[config.mk]
export PLATFORM = sky130hd
export DESIGN_NAME = fp_addsub_sequencer
export DESIGN_NICKNAME = d
export VERILOG_FILES = /design/src/rtl/fp_addsub_sequencer.sv
export SDC_FILE = /design/constraint.sdc
export NUM_CORES = 1
export LEC_CHECK = 0
export CAP_MARGIN = 20
export CORE_UTILIZATION = 60
export DETAILED_ROUTE_END_ITERATION = 8
export DONT_BUFFER_PORTS = 1
export HOLD_SLACK_MARGIN = 0.02
export PLACE_DENSITY = 0.85
export REMOVE_ABC_BUFFERS = 1
export SLEW_MARGIN = 0
export SYNTH_ARGS = -nofsm -noshare
export SYNTH_HDL_FRONTEND = slang
export SYNTH_SLANG_ARGS = --single-unit
export TNS_END_PERCENT = 5
[constraint.sdc]
create_clock -name clk -period 19 [get_ports clk]
set_clock_uncertainty 0.2 [all_clocks]
set_input_delay 3.8 -clock clk [delete_from_list [all_inputs] [get_ports clk]]
set_output_delay 3.8 -clock clk [all_outputs]
set_load 0.05 [all_outputs]
[src/rtl/fp_addsub_sequencer.sv]
// Multi-cycle add/sub significand controller: swap, align with round, add/sub, normalise.
// Build option FPSEQ_LZC_EN: single-cycle leading-zero normalisation instead of one shift per cycle.
module fp_addsub_sequencer #(
    parameter int SIG_W = 24,
    parameter int EXP_W = 8
) (
    input  logic             clk,
    input  logic             reset,
    input  logic             in_valid,
    output logic             in_ready,
    input  logic             op_sub,
    input  logic [EXP_W-1:0] a_exp,
    input  logic [SIG_W-1:0] a_sig,
    input  logic [EXP_W-1:0] b_exp,
    input  logic [SIG_W-1:0] b_sig,
    output logic             out_valid,
    input  logic             out_ready,
    output logic [EXP_W-1:0] res_exp,
    output logic [SIG_W-1:0] res_sig,
    output logic             res_swap,
    output logic             res_ovf
);

    typedef enum logic [2:0] {S_IDLE, S_ALIGN, S_ADD, S_NORM, S_DONE} state_t;

    localparam logic [SIG_W-1:0] SIG_MSB  = {1'b1, {(SIG_W-1){1'b0}}};
    localparam logic [EXP_W-1:0] SIG_W_E  = EXP_W'(SIG_W);
    localparam logic [EXP_W:0]   EXP_SAT  = {1'b0, {EXP_W{1'b1}}};

    state_t             state_q, state_d;
    logic               sub_q, sub_d;
    logic [EXP_W-1:0]   a_exp_q, a_exp_d, b_exp_q, b_exp_d;
    logic [SIG_W-1:0]   a_sig_q, a_sig_d, b_sig_q, b_sig_d;
    logic               swap_q, swap_d;
    logic [EXP_W-1:0]   exp_q, exp_d;
    logic [SIG_W-1:0]   sig_q, sig_d;
    logic [SIG_W-1:0]   aln_q, aln_d;
    logic               ovf_q, ovf_d;
    logic               out_valid_q, out_valid_d;
    logic [EXP_W-1:0]   res_exp_q, res_exp_d;
    logic [SIG_W-1:0]   res_sig_q, res_sig_d;
    logic               res_swap_q, res_swap_d;
    logic               res_ovf_q, res_ovf_d;

    logic               swap_c;
    logic [EXP_W-1:0]   big_exp_c, small_exp_c, shamt_c;
    logic [SIG_W-1:0]   big_sig_c, small_sig_c, shifted_c, rnd_vec_c, aligned_c;
    logic [SIG_W:0]     sum_c, rnd_c;
    logic [EXP_W:0]     exp_ext_c;
    logic [SIG_W-1:0]   add_sig_c;

    // Alignment datapath
    always_comb begin
        swap_c      = (b_exp_q > a_exp_q) || ((b_exp_q == a_exp_q) && (b_sig_q > a_sig_q));
        big_exp_c   = swap_c ? b_exp_q : a_exp_q;
        small_exp_c = swap_c ? a_exp_q : b_exp_q;
        big_sig_c   = swap_c ? b_sig_q : a_sig_q;
        small_sig_c = swap_c ? a_sig_q : b_sig_q;
        shamt_c     = big_exp_c - small_exp_c;
        shifted_c   = small_sig_c >> shamt_c;
        rnd_vec_c   = small_sig_c >> (shamt_c - EXP_W'(1));
        if (shamt_c == '0)
            aligned_c = small_sig_c;
        else if (shamt_c > SIG_W_E)
            aligned_c = '0;
        else
            aligned_c = shifted_c + SIG_W'(rnd_vec_c[0]);
    end

    // Add/subtract datapath; carry-out is folded back with round-on-last-bit-out
    always_comb begin
        sum_c     = sub_q ? ({1'b0, sig_q} - {1'b0, aln_q}) : ({1'b0, sig_q} + {1'b0, aln_q});
        rnd_c     = {1'b0, sum_c[SIG_W:1]} + (SIG_W+1)'(sum_c[0]);
        exp_ext_c = {1'b0, exp_q};
        add_sig_c = sum_c[SIG_W-1:0];
        if (!sub_q && sum_c[SIG_W]) begin
            if (rnd_c[SIG_W]) begin
                add_sig_c = SIG_MSB;
                exp_ext_c = {1'b0, exp_q} + (EXP_W+1)'(2);
            end else begin
                add_sig_c = rnd_c[SIG_W-1:0];
                exp_ext_c = {1'b0, exp_q} + (EXP_W+1)'(1);
            end
        end
    end

`ifdef FPSEQ_LZC_EN
    logic [EXP_W-1:0] lz_c, exp_lim_c, nsh_c;

    // Shift is clamped so the exponent never drops below 1, matching the iterative path
    always_comb begin
        lz_c = SIG_W_E;
        for (int i = 0; i < SIG_W; i++)
            if (sig_q[i]) lz_c = EXP_W'(SIG_W - 1 - i);
        exp_lim_c = (exp_q == '0) ? '0 : (exp_q - EXP_W'(1));
        nsh_c     = (lz_c < exp_lim_c) ? lz_c : exp_lim_c;
    end
`endif

    always_comb begin
        state_d     = state_q;
        sub_d       = sub_q;
        a_exp_d     = a_exp_q;
        a_sig_d     = a_sig_q;
        b_exp_d     = b_exp_q;
        b_sig_d     = b_sig_q;
        swap_d      = swap_q;
        exp_d       = exp_q;
        sig_d       = sig_q;
        aln_d       = aln_q;
        ovf_d       = ovf_q;
        out_valid_d = out_valid_q;
        res_exp_d   = res_exp_q;
        res_sig_d   = res_sig_q;
        res_swap_d  = res_swap_q;
        res_ovf_d   = res_ovf_q;
        unique case (state_q)
            S_IDLE: begin
                if (in_valid) begin
                    sub_d   = op_sub;
                    a_exp_d = a_exp;
                    a_sig_d = a_sig;
                    b_exp_d = b_exp;
                    b_sig_d = b_sig;
                    state_d = S_ALIGN;
                end
            end
            S_ALIGN: begin
                swap_d  = swap_c;
                exp_d   = big_exp_c;
                sig_d   = big_sig_c;
                aln_d   = aligned_c;
                ovf_d   = 1'b0;
                state_d = S_ADD;
            end
            S_ADD: begin
                if (exp_ext_c >= EXP_SAT) begin
                    ovf_d = 1'b1;
                    exp_d = '1;
                    sig_d = '0;
                end else begin
                    exp_d = exp_ext_c[EXP_W-1:0];
                    sig_d = add_sig_c;
                end
                state_d = S_NORM;
            end
            S_NORM: begin
                if (ovf_q) begin
                    state_d = S_DONE;
                end else if (sig_q == '0) begin
                    exp_d   = '0;
                    state_d = S_DONE;
                end else begin
`ifdef FPSEQ_LZC_EN
                    sig_d   = sig_q << nsh_c;
                    exp_d   = exp_q - nsh_c;
                    state_d = S_DONE;
`else
                    if (sig_q[SIG_W-1] || (exp_q <= EXP_W'(1))) begin
                        state_d = S_DONE;
                    end else begin
                        sig_d = sig_q << 1;
                        exp_d = exp_q - EXP_W'(1);
                    end
`endif
                end
            end
            S_DONE: begin
                // First DONE cycle latches the result; it then holds until taken
                if (!out_valid_q) begin
                    out_valid_d = 1'b1;
                    res_exp_d   = exp_q;
                    res_sig_d   = sig_q;
                    res_swap_d  = swap_q;
                    res_ovf_d   = ovf_q;
                end else if (out_ready) begin
                    out_valid_d = 1'b0;
                    state_d     = S_IDLE;
                end
            end
            default: state_d = S_IDLE;
        endcase
    end

    always_ff @(posedge clk) begin
        if (reset) begin
            state_q     <= S_IDLE;
            sub_q       <= 1'b0;
            a_exp_q     <= '0;
            a_sig_q     <= '0;
            b_exp_q     <= '0;
            b_sig_q     <= '0;
            swap_q      <= 1'b0;
            exp_q       <= '0;
            sig_q       <= '0;
            aln_q       <= '0;
            ovf_q       <= 1'b0;
            out_valid_q <= 1'b0;
            res_exp_q   <= '0;
            res_sig_q   <= '0;
            res_swap_q  <= 1'b0;
            res_ovf_q   <= 1'b0;
        end else begin
            state_q     <= state_d;
            sub_q       <= sub_d;
            a_exp_q     <= a_exp_d;
            a_sig_q     <= a_sig_d;
            b_exp_q     <= b_exp_d;
            b_sig_q     <= b_sig_d;
            swap_q      <= swap_d;
            exp_q       <= exp_d;
            sig_q       <= sig_d;
            aln_q       <= aln_d;
            ovf_q       <= ovf_d;
            out_valid_q <= out_valid_d;
            res_exp_q   <= res_exp_d;
            res_sig_q   <= res_sig_d;
            res_swap_q  <= res_swap_d;
            res_ovf_q   <= res_ovf_d;
        end
    end

    assign in_ready  = (state_q == S_IDLE);
    assign out_valid = out_valid_q;
    assign res_exp   = res_exp_q;
    assign res_sig   = res_sig_q;
    assign res_swap  = res_swap_q;
    assign res_ovf   = res_ovf_q;

endmodule

==> results of run 1 <==
-- logic make-up (layout without fill, tap and decap cells) --
family / after synthesis / count (layout)
AND/OR/NAND/NOR: 847 / 847
flip-flops: 161 / 161
multiplexers: 92 / 92
adder cells (fa/ha/maj): 71 / 71
XOR/XNOR: 64 / 64
buffers and inverters: 205 / 124
AO/OA/AOI/OAI: 620 / 620
-- worst min-delay path by stage --
stage	startpoint	endpoint	slack (ns)	cells after the start
after floorplan	swap_q	res_swap	0.23	2
final	b_exp_q[0]	b_exp_q[0]	0.27	2
after global routing	a_exp_q[6]	a_exp_q[6]	0.29	2
after global placement	b_exp_q[0]	b_exp_q[0]	0.25	2
after detailed placement	b_exp_q[0]	b_exp_q[0]	0.26	2
after CTS	b_exp_q[0]	b_exp_q[0]	0.27	2
-- cell usage after synthesis, drive strengths merged, types with 6 or more instances --
master	count	area share
or3	17	0.0072
o21a	16	0.0083
and2	18	0.0077
o211ai	24	0.012
xor2	17	0.010
nor4b	6	0.0044
a21o	12	0.0066
nand3	37	0.012
ha	70	0.059
a2111oi	6	0.0052
mux2	16	0.012
a221oi	10	0.0072
nand2b	16	0.0067
a31oi	38	0.016
nor3	63	0.024
or2	8	0.0034
o31ai	9	0.0049
or4	19	0.0099
mux2i	59	0.040
buf	33	0.011
and4	8	0.0047
and3	19	0.0080
o211a	10	0.0067
mux4	17	0.026
o22ai	19	0.0080
nor4	23	0.012
a211o	8	0.0047
a211oi	41	0.021
nand4	34	0.015
nand3b	6	0.0030
a311oi	30	0.018
a31o	6	0.0035
o21ai	85	0.030
dfxtp	161	0.22
nand2	349	0.088
nor2	183	0.047
nor3b	7	0.0035
clkbuf	107	0.027
a22oi	8	0.0040
o221ai	9	0.0053
nor2b	20	0.0084
xnor2	47	0.028
inv	64	0.016
a21oi	232	0.080
-- state kept, by name (all words and copies together), names as in the netlist --
signal / flops
sig_q: 24
sub_q: 1
b_exp_q: 8
res_ovf: 1
aln_q: 24
res_swap: 1
exp_q: 8
b_sig_q: 24
a_exp_q: 8
res_exp: 8
state_q: 3
ovf_q: 1
out_valid: 1
a_sig_q: 24
swap_q: 1
res_sig: 24
-- placed cells by master, fill, tap and decap left out, types with 19 or more instances in the layout --
cell,count
mux2i_1,59
o21ai_0,77
a31oi_1,38
nand3_1,37
o22ai_1,19
ha_1,70
nor4_1,19
dfxtp_1,161
and3_1,19
xnor2_1,47
nand2_1,348
nand4_1,32
nor2_1,180
nor3_1,59
inv_1,64
a21oi_1,228
a211oi_1,40
a311oi_1,30
buf_4,26
o211ai_1,23
-- worst register-to-register path: stages (launching register included) --
cell and delay (ns):
dfxtp_1 0.37, inv_1 0.09, ha_1 0.60, and2_2 0.28, nand3_1 0.13, a21o_1 0.32, a21oi_2 0.41, a21oi_4 0.19
nor2_1 0.15, a21oi_1 0.05, ha_1 0.30, buf_4 0.45, inv_1 0.50, ha_1 0.35, xnor2_1 0.61, mux4_2 0.60
mux4_2 0.49, a21oi_1 0.15, nor2_1 0.05, nor4_1 0.31, ha_1 0.23, ha_1 0.19, o311ai_1 0.16, or4_1 0.73
or4_1 0.59, o211a_1 0.15, a211oi_2 0.21
-- through the flow --
step                setup slack, ns  cell area (µm²)  hold WS, ns  instances
floorplan                     8.072            14280       0.2262       1920
global placement              10.45            14920       0.2550       2270
detailed placement            10.20            14920       0.2596       2270
CTS                           10.17            15540       0.2697       2301
global route                  9.578            15570       0.2946       2303
finish                        10.05            15570       0.2725       2303
-- area by class of cell --
| class | instances | area share |
|---|---|---|
| inverter | 65 | 0.01567 |
| sequential | 161 | 0.2070 |
| clock buffer | 19 | 0.02844 |
| multi-input combinational | 1694 | 0.6972 |
| tap | 324 | 0.02603 |
| clock inverter | 12 | 0.01093 |
| timing repair buffer | 28 | 0.01478 |
-- per-layer routing --
layer	global-route usage	wire [µm]	vias up	part of all wire
met3	0.06773	4547	138	0.096
met4	0.1766	2096	0	0.044
li1	-	-	7395	-
met2	0.5750	21230	839	0.45
met1	0.4878	19730	7328	0.41
met5	0	0	-	0
==> impl_summary.log, run 1 <==
INFO  metric cpMostUsedCell = ha_1
INFO  metric floorplan.core_area = 0.02432 mm²
INFO  metric reg2reg_slack = 10.05 ns
INFO  metric globalRouteOverflowTotal = 0
INFO  metric layout.filler_cells = 2152
INFO  metric areaGrowthSynthToFinish = 4.852%
INFO  metric number_of_antenna_violations_at_the_first_check_in_global_routing = 0
INFO  metric synthMuxAreaShare = 0.07767
INFO  metric yosys.area_share.xor_xnor = 0.03774
INFO  metric critical_path.endpoint_type = flop
INFO  metric critical_path.top_delay_family = simple AND/OR/NAND/NOR gates
INFO  metric max-slew-margin-rel = 0.3305
INFO  metric number_of_global_route_vias_before_repair = 14150
INFO  metric r2r_end = aln_q[18]
INFO  metric max_slew.worst_pin.slew = 0.9989 ns
INFO  metric initial_utilization = 0.6107
INFO  metric cts_post_setup_buffers_inserted = 0
INFO  metric ys_seq_elements = 161
INFO  metric timing.critical_path.from = a_exp_q[4]
INFO  metric place.gp.congestion = 1.056
INFO  metric period_needed = 8.947 ns
INFO  metric critical-path-max-stage-delay = 0.73 ns
INFO  metric yosysWarnings = 0
INFO  metric yosysSeqAreaShare = 0.2170
INFO  metric ctsResizeCount = 0
INFO  metric drt_wl_total = 47600 µm
INFO  metric synth_top_family_by_area = compound AO/OA/AOI/OAI gates
INFO  metric status = finished, final reports clean
INFO  metric max_clock_freq = 111.8 MHz
INFO  metric seqCellArea = 0.003223 mm²
INFO  metric setup_viol = 0
INFO  metric syn_area = 0.01485 mm²
INFO  metric timing.critical_path.to = aln_q[18]
INFO  metric antenna_violating_nets_post_route = 0
INFO  metric numCtsBuffers = 17
INFO  metric post_synth_inst_count = 2060
INFO  metric finish.net_count = 2107
INFO  metric utilization = 0.6403
INFO  metric max-cap-violations = 0
INFO  metric clkTransAtPathRegs = 0.07 ns
INFO  metric cts_buffer_depth = 2
INFO  metric timing.critical_path.arrival = 9.09 ns
INFO  metric grt_use_total = 0.3674
INFO  metric worst_r2r_startpoint = a_exp_q[4]
INFO  metric area_used_by_multi_input_combinational_logic = 0.01086 mm²
INFO  metric final_max_slew_viol_count = 0
INFO  metric die_width = 159.3 µm
INFO  metric holdBufCountCts = 0
INFO  metric most_frequently_used_flop_master_after_synthesis = dfxtp_1
INFO  metric post_synth_fa_ha_maj_area_fraction = 0.06032
INFO  metric numClockSinks = 161
INFO  metric die_area = 0.02539 mm²
INFO  metric vias_per_cell = 6.817
INFO  metric via_count = 15700
INFO  metric final.period_utilization = 0.4709
INFO  metric synth_async_sr_flop_share = 0
INFO  metric port_buffers = 0
INFO  metric die_h = 159.3 µm
INFO  metric grt_pass1_wl = 75380 µm
INFO  metric synthesis.area_per_instance = 7.210 µm²
INFO  metric num_io_pins = 105
INFO  metric dp_hpwl = 35220 µm
INFO  metric rsz0062_at_grt = false
INFO  metric wire_per_inst = 20.67 µm
INFO  metric maximum_number_of_pins_on_one_net_before_global_route_repair = 167
INFO  metric r2r.worst_path.cells = 26
INFO  metric element_type_at_the_critical_path_start = flop
INFO  metric synth.lib_cells_used.distinct = 107
INFO  metric htree_num_levels = 4
INFO  metric critical_path.slowest_cell = or4_1
INFO  metric synth_enable_flop_cells = 0
INFO  metric final.setup.tns = 0 ns
INFO  metric insertedDiodeCount = 0
INFO  metric worstSkewPairLatency = 0.44 ns
INFO  metric worstPathBufferInverterCount = 3
INFO  metric clock_tree.root_cell = clkbuf_16
INFO  metric post-route-drc-count = 0
INFO  metric cts_tree = done
INFO  metric core.rowCount = 57
INFO  metric cp_max_fo = 40
INFO  metric drive_above_1_share = 0.07782
INFO  metric fraction_of_the_mapped_netlist_area_in_compound_gates = 0.2784
INFO  metric simple_gate_area_share_of_the_yosys_netlist = 0.2739
INFO  metric drtPass1Iterations = 9
INFO  metric crit_required = 19.15 ns
INFO  metric worst_hold_path_type = flop to flop
INFO  metric final_hold_viol_count = 0
INFO  metric worst-path-stages = 26
INFO  metric drt_first_iter_violations = 1840
INFO  metric crit_type = flop to flop
Power of run 1 is not shown: default switching activity piles up to over one toggle a cycle in this logic, so the estimate is an artifact.
==> run 2, diff against run 1 <==
--- a/config.mk
+++ b/config.mk
@@ -10,7 +10,7 @@
 export DETAILED_ROUTE_END_ITERATION = 8
 export DONT_BUFFER_PORTS = 1
 export HOLD_SLACK_MARGIN = 0.02
-export PLACE_DENSITY = 0.85
+export PLACE_DENSITY = 0.88
 export REMOVE_ABC_BUFFERS = 1
 export SLEW_MARGIN = 0
 export SYNTH_ARGS = -nofsm -noshare
==> constraint.sdc (replaced) <==
create_clock -name clk -period 8.02 [get_ports clk]
set_clock_uncertainty 0.2 [all_clocks]
set_input_delay 1.604 -clock clk [delete_from_list [all_inputs] [get_ports clk]]
set_output_delay 1.604 -clock clk [all_outputs]
set_load 0.05 [all_outputs]
==> run 2 against run 1 <==
Net effect:
- fmax rose by 18%
- final cell count grew 1.0%
- cell area grew 1.4%
- via count rose by 2.1%
- critical path depth decreased by 1
- setup slack got worse by 9.6 ns
- non-clock buffer count up 22
- first-iteration DRC count grew 22%
- sequential cell count unchanged
- global-route usage up 1.7 points
- register-to-register slack worse by 9.6 ns
- sequential share of layout area shrank 0.29 points
==> impl_summary.log, run 2 (same netlist as run 1, synthesis figures left out) <==
INFO  metric final.setup.tns = 0 ns (unchanged)
INFO  metric worst_r2r_startpoint = a_sig_q[7]
INFO  metric antenna_violating_nets_post_route = 0 (unchanged)
INFO  metric via_count = 16030 (+2.1%)
INFO  metric setup_viol = 0 (unchanged)
INFO  metric number_of_antenna_violations_at_the_first_check_in_global_routing = 1 (+1)
INFO  metric rsz0062_at_grt = false
INFO  metric worst_hold_path_type = flop to flop
INFO  metric drt_first_iter_violations = 2240 (+22%)
INFO  metric wire_per_inst = 21.31 µm (+3.1%)
INFO  metric holdBufCountCts = 0 (unchanged)
INFO  metric cp_max_fo = 10 (-75%)
INFO  metric critical_path.endpoint_type = flop
INFO  metric core.rowCount = 57 (unchanged)
INFO  metric insertedDiodeCount = 0 (unchanged)
INFO  metric cpMostUsedCell = ha_1
INFO  metric numCtsBuffers = 17 (unchanged)
INFO  metric critical_path.slowest_cell = or4_4
INFO  metric place.gp.congestion = 1.051 (-0.48%)
INFO  metric die_area = 0.02539 mm² (unchanged)
INFO  metric htree_num_levels = 4 (unchanged)
INFO  metric reg2reg_slack = 0.42 ns (-9.63 ns)
INFO  metric initial_utilization = 0.6107 (unchanged)
INFO  metric final_hold_viol_count = 0 (unchanged)
INFO  metric crit_type = flop to flop
INFO  metric max_clock_freq = 131.6 MHz (+18%)
INFO  metric worstSkewPairLatency = 0.44 ns (about the same)
INFO  metric crit_required = 8.17 ns (-10.98 ns)
INFO  metric r2r.worst_path.cells = 25 (-3.8%)
INFO  metric r2r_end = aln_q[18]
INFO  metric dp_hpwl = 36790 µm (+4.5%)
INFO  metric critical_path.top_delay_family = simple AND/OR/NAND/NOR gates
INFO  metric max-cap-violations = 0 (unchanged)
INFO  metric max_slew.worst_pin.slew = 1.009 ns (+0.009664 ns)
INFO  metric num_io_pins = 105 (unchanged)
INFO  metric grt_pass1_wl = 78550 µm (+4.2%)
INFO  metric critical-path-max-stage-delay = 0.61 ns (-0.12 ns)
INFO  metric layout_commonest_cell = nand2_1
INFO  metric timing.critical_path.arrival = 7.75 ns (-1.34 ns)
INFO  metric timing.hold.worst_endpoint = res_swap
INFO  metric placedInstanceArea = 0.01509 mm² (+1.1%)
INFO  metric numClockSinks = 161 (unchanged)
INFO  metric number_of_global_route_vias_before_repair = 14600 (+3.2%)
INFO  metric vias_per_cell = 6.893 (+1.1%)
INFO  metric maximum_number_of_pins_on_one_net_before_global_route_repair = 167 (unchanged)
INFO  metric mostFrequentLayoutCells = 348 x nand2_1, 228 x a21oi_1, 180 x nor2_1
INFO  metric cts_tree = done
INFO  metric element_type_at_the_critical_path_start = flop
INFO  metric finish.net_count = 2129 (+1.0%)
INFO  metric worst-path-stages = 25 (-3.8%)
INFO  metric final_max_slew_viol_count = 0 (unchanged)
INFO  metric port_buffers = 0 (unchanged)
INFO  metric post-route-cell-area = 0.01580 mm² (+1.4%)
INFO  metric die_width = 159.3 µm (unchanged)
INFO  metric final.period_utilization = 0.9473 (+0.4764)
INFO  metric hold_path_startpoint = swap_q
INFO  metric clock_tree.root_cell = clkbuf_16
INFO  metric grt_use_total = 0.3847 (+0.01733)
INFO  metric layout.filler_cells = 2170 (+0.84%)
INFO  metric status = finished, final reports clean
INFO  metric die_h = 159.3 µm (unchanged)
INFO  metric drt_wl_total = 49570 µm (+4.1%)
INFO  metric cts_post_setup_buffers_inserted = 0 (unchanged)
INFO  metric cts_buffer_depth = 2 (unchanged)
INFO  metric max-slew-margin-rel = 0.3240 (-0.006477)
INFO  metric floorplan.core_area = 0.02432 mm² (unchanged)
INFO  metric worstPathBufferInverterCount = 1 (-2)
INFO  metric period_needed = 7.597 ns (-1.349 ns)
INFO  metric clkTransAtPathRegs = 0.07 ns (about the same)
INFO  metric post-route-drc-count = 0 (unchanged)
INFO  metric worst_hold_path.num_cells = 2 (unchanged)
INFO  metric finalHoldWorstSlack = 0.2588 ns (-0.01373 ns)
INFO  metric timing.critical_path.from = a_sig_q[7]
INFO  metric drive_above_1_share = 0.09091 (+0.01309)
INFO  metric globalRouteOverflowTotal = 0 (unchanged)
INFO  metric areaGrowthSynthToFinish = 6.361%
INFO  metric drtPass1Iterations = 6 (-3)
==> run 2: worst max path at each step <==
stage	endpoint	slack [ns]
after floorplan	aln_q[14]	-2.91
after global placement	aln_q[18]	0.46
after detailed placement	aln_q[22]	0.21
after CTS	aln_q[22]	0.16
after global routing	aln_q[22]	0.08
final	aln_q[18]	0.42
==> run 2: area by class of cell <==
| cell class | instances | area [µm²] | share of cell area |
|---|---|---|---|
| multi-input cells | 1694 | 10880 | 0.6889 |
| flip-flops and latches | 161 | 3223 | 0.2040 |
| clock buffers | 18 | 439.2 | 0.02780 |
| well taps | 324 | 405.4 | 0.02566 |
| repair buffers | 50 | 387.9 | 0.02455 |
| inverters | 65 | 244.0 | 0.01545 |
| clock inverters | 14 | 215.2 | 0.01362 |
==> run 2: routing by layer <==
layer / GRT usage / share of wire / up-vias / routed length, µm
li1: - / - / 7457 / -
met1: 0.5130 / 0.40 / 7438 / 20070
met4: 0.1844 / 0.051 / 0 / 2537
met3: 0.06486 / 0.10 / 173 / 4942
met5: 0 / 0 / - / 0
met2: 0.6041 / 0.44 / 964 / 22020
==> run 2: through the flow <==
step / util / setup slack (ns) / std cells
5_1_grt: 0.6495 / 0.07815 / 2326
4_1_cts: 0.6474 / 0.1595 / 2324
2_1_floorplan: - / -2.908 / 1920
3_3_place_gp: 0.6205 / 0.4575 / 2292
6_report: 0.6495 / 0.4227 / 2326
3_5_place_dp: 0.6205 / 0.2088 / 2292
==> run 2: worst min-delay path: stages, from the launching register on <==
cell	delay (ns)
dfxtp_1	0.31
nand2_1	0.05
a21oi_1	0.05
==> run 2: what timing repair did <==
item	CTS	global route
hold endpoints to repair	0	0
endpoints found under the setup margin	0	7
gates resized for setup	0	4
Power of run 2 is left out for the same reason.
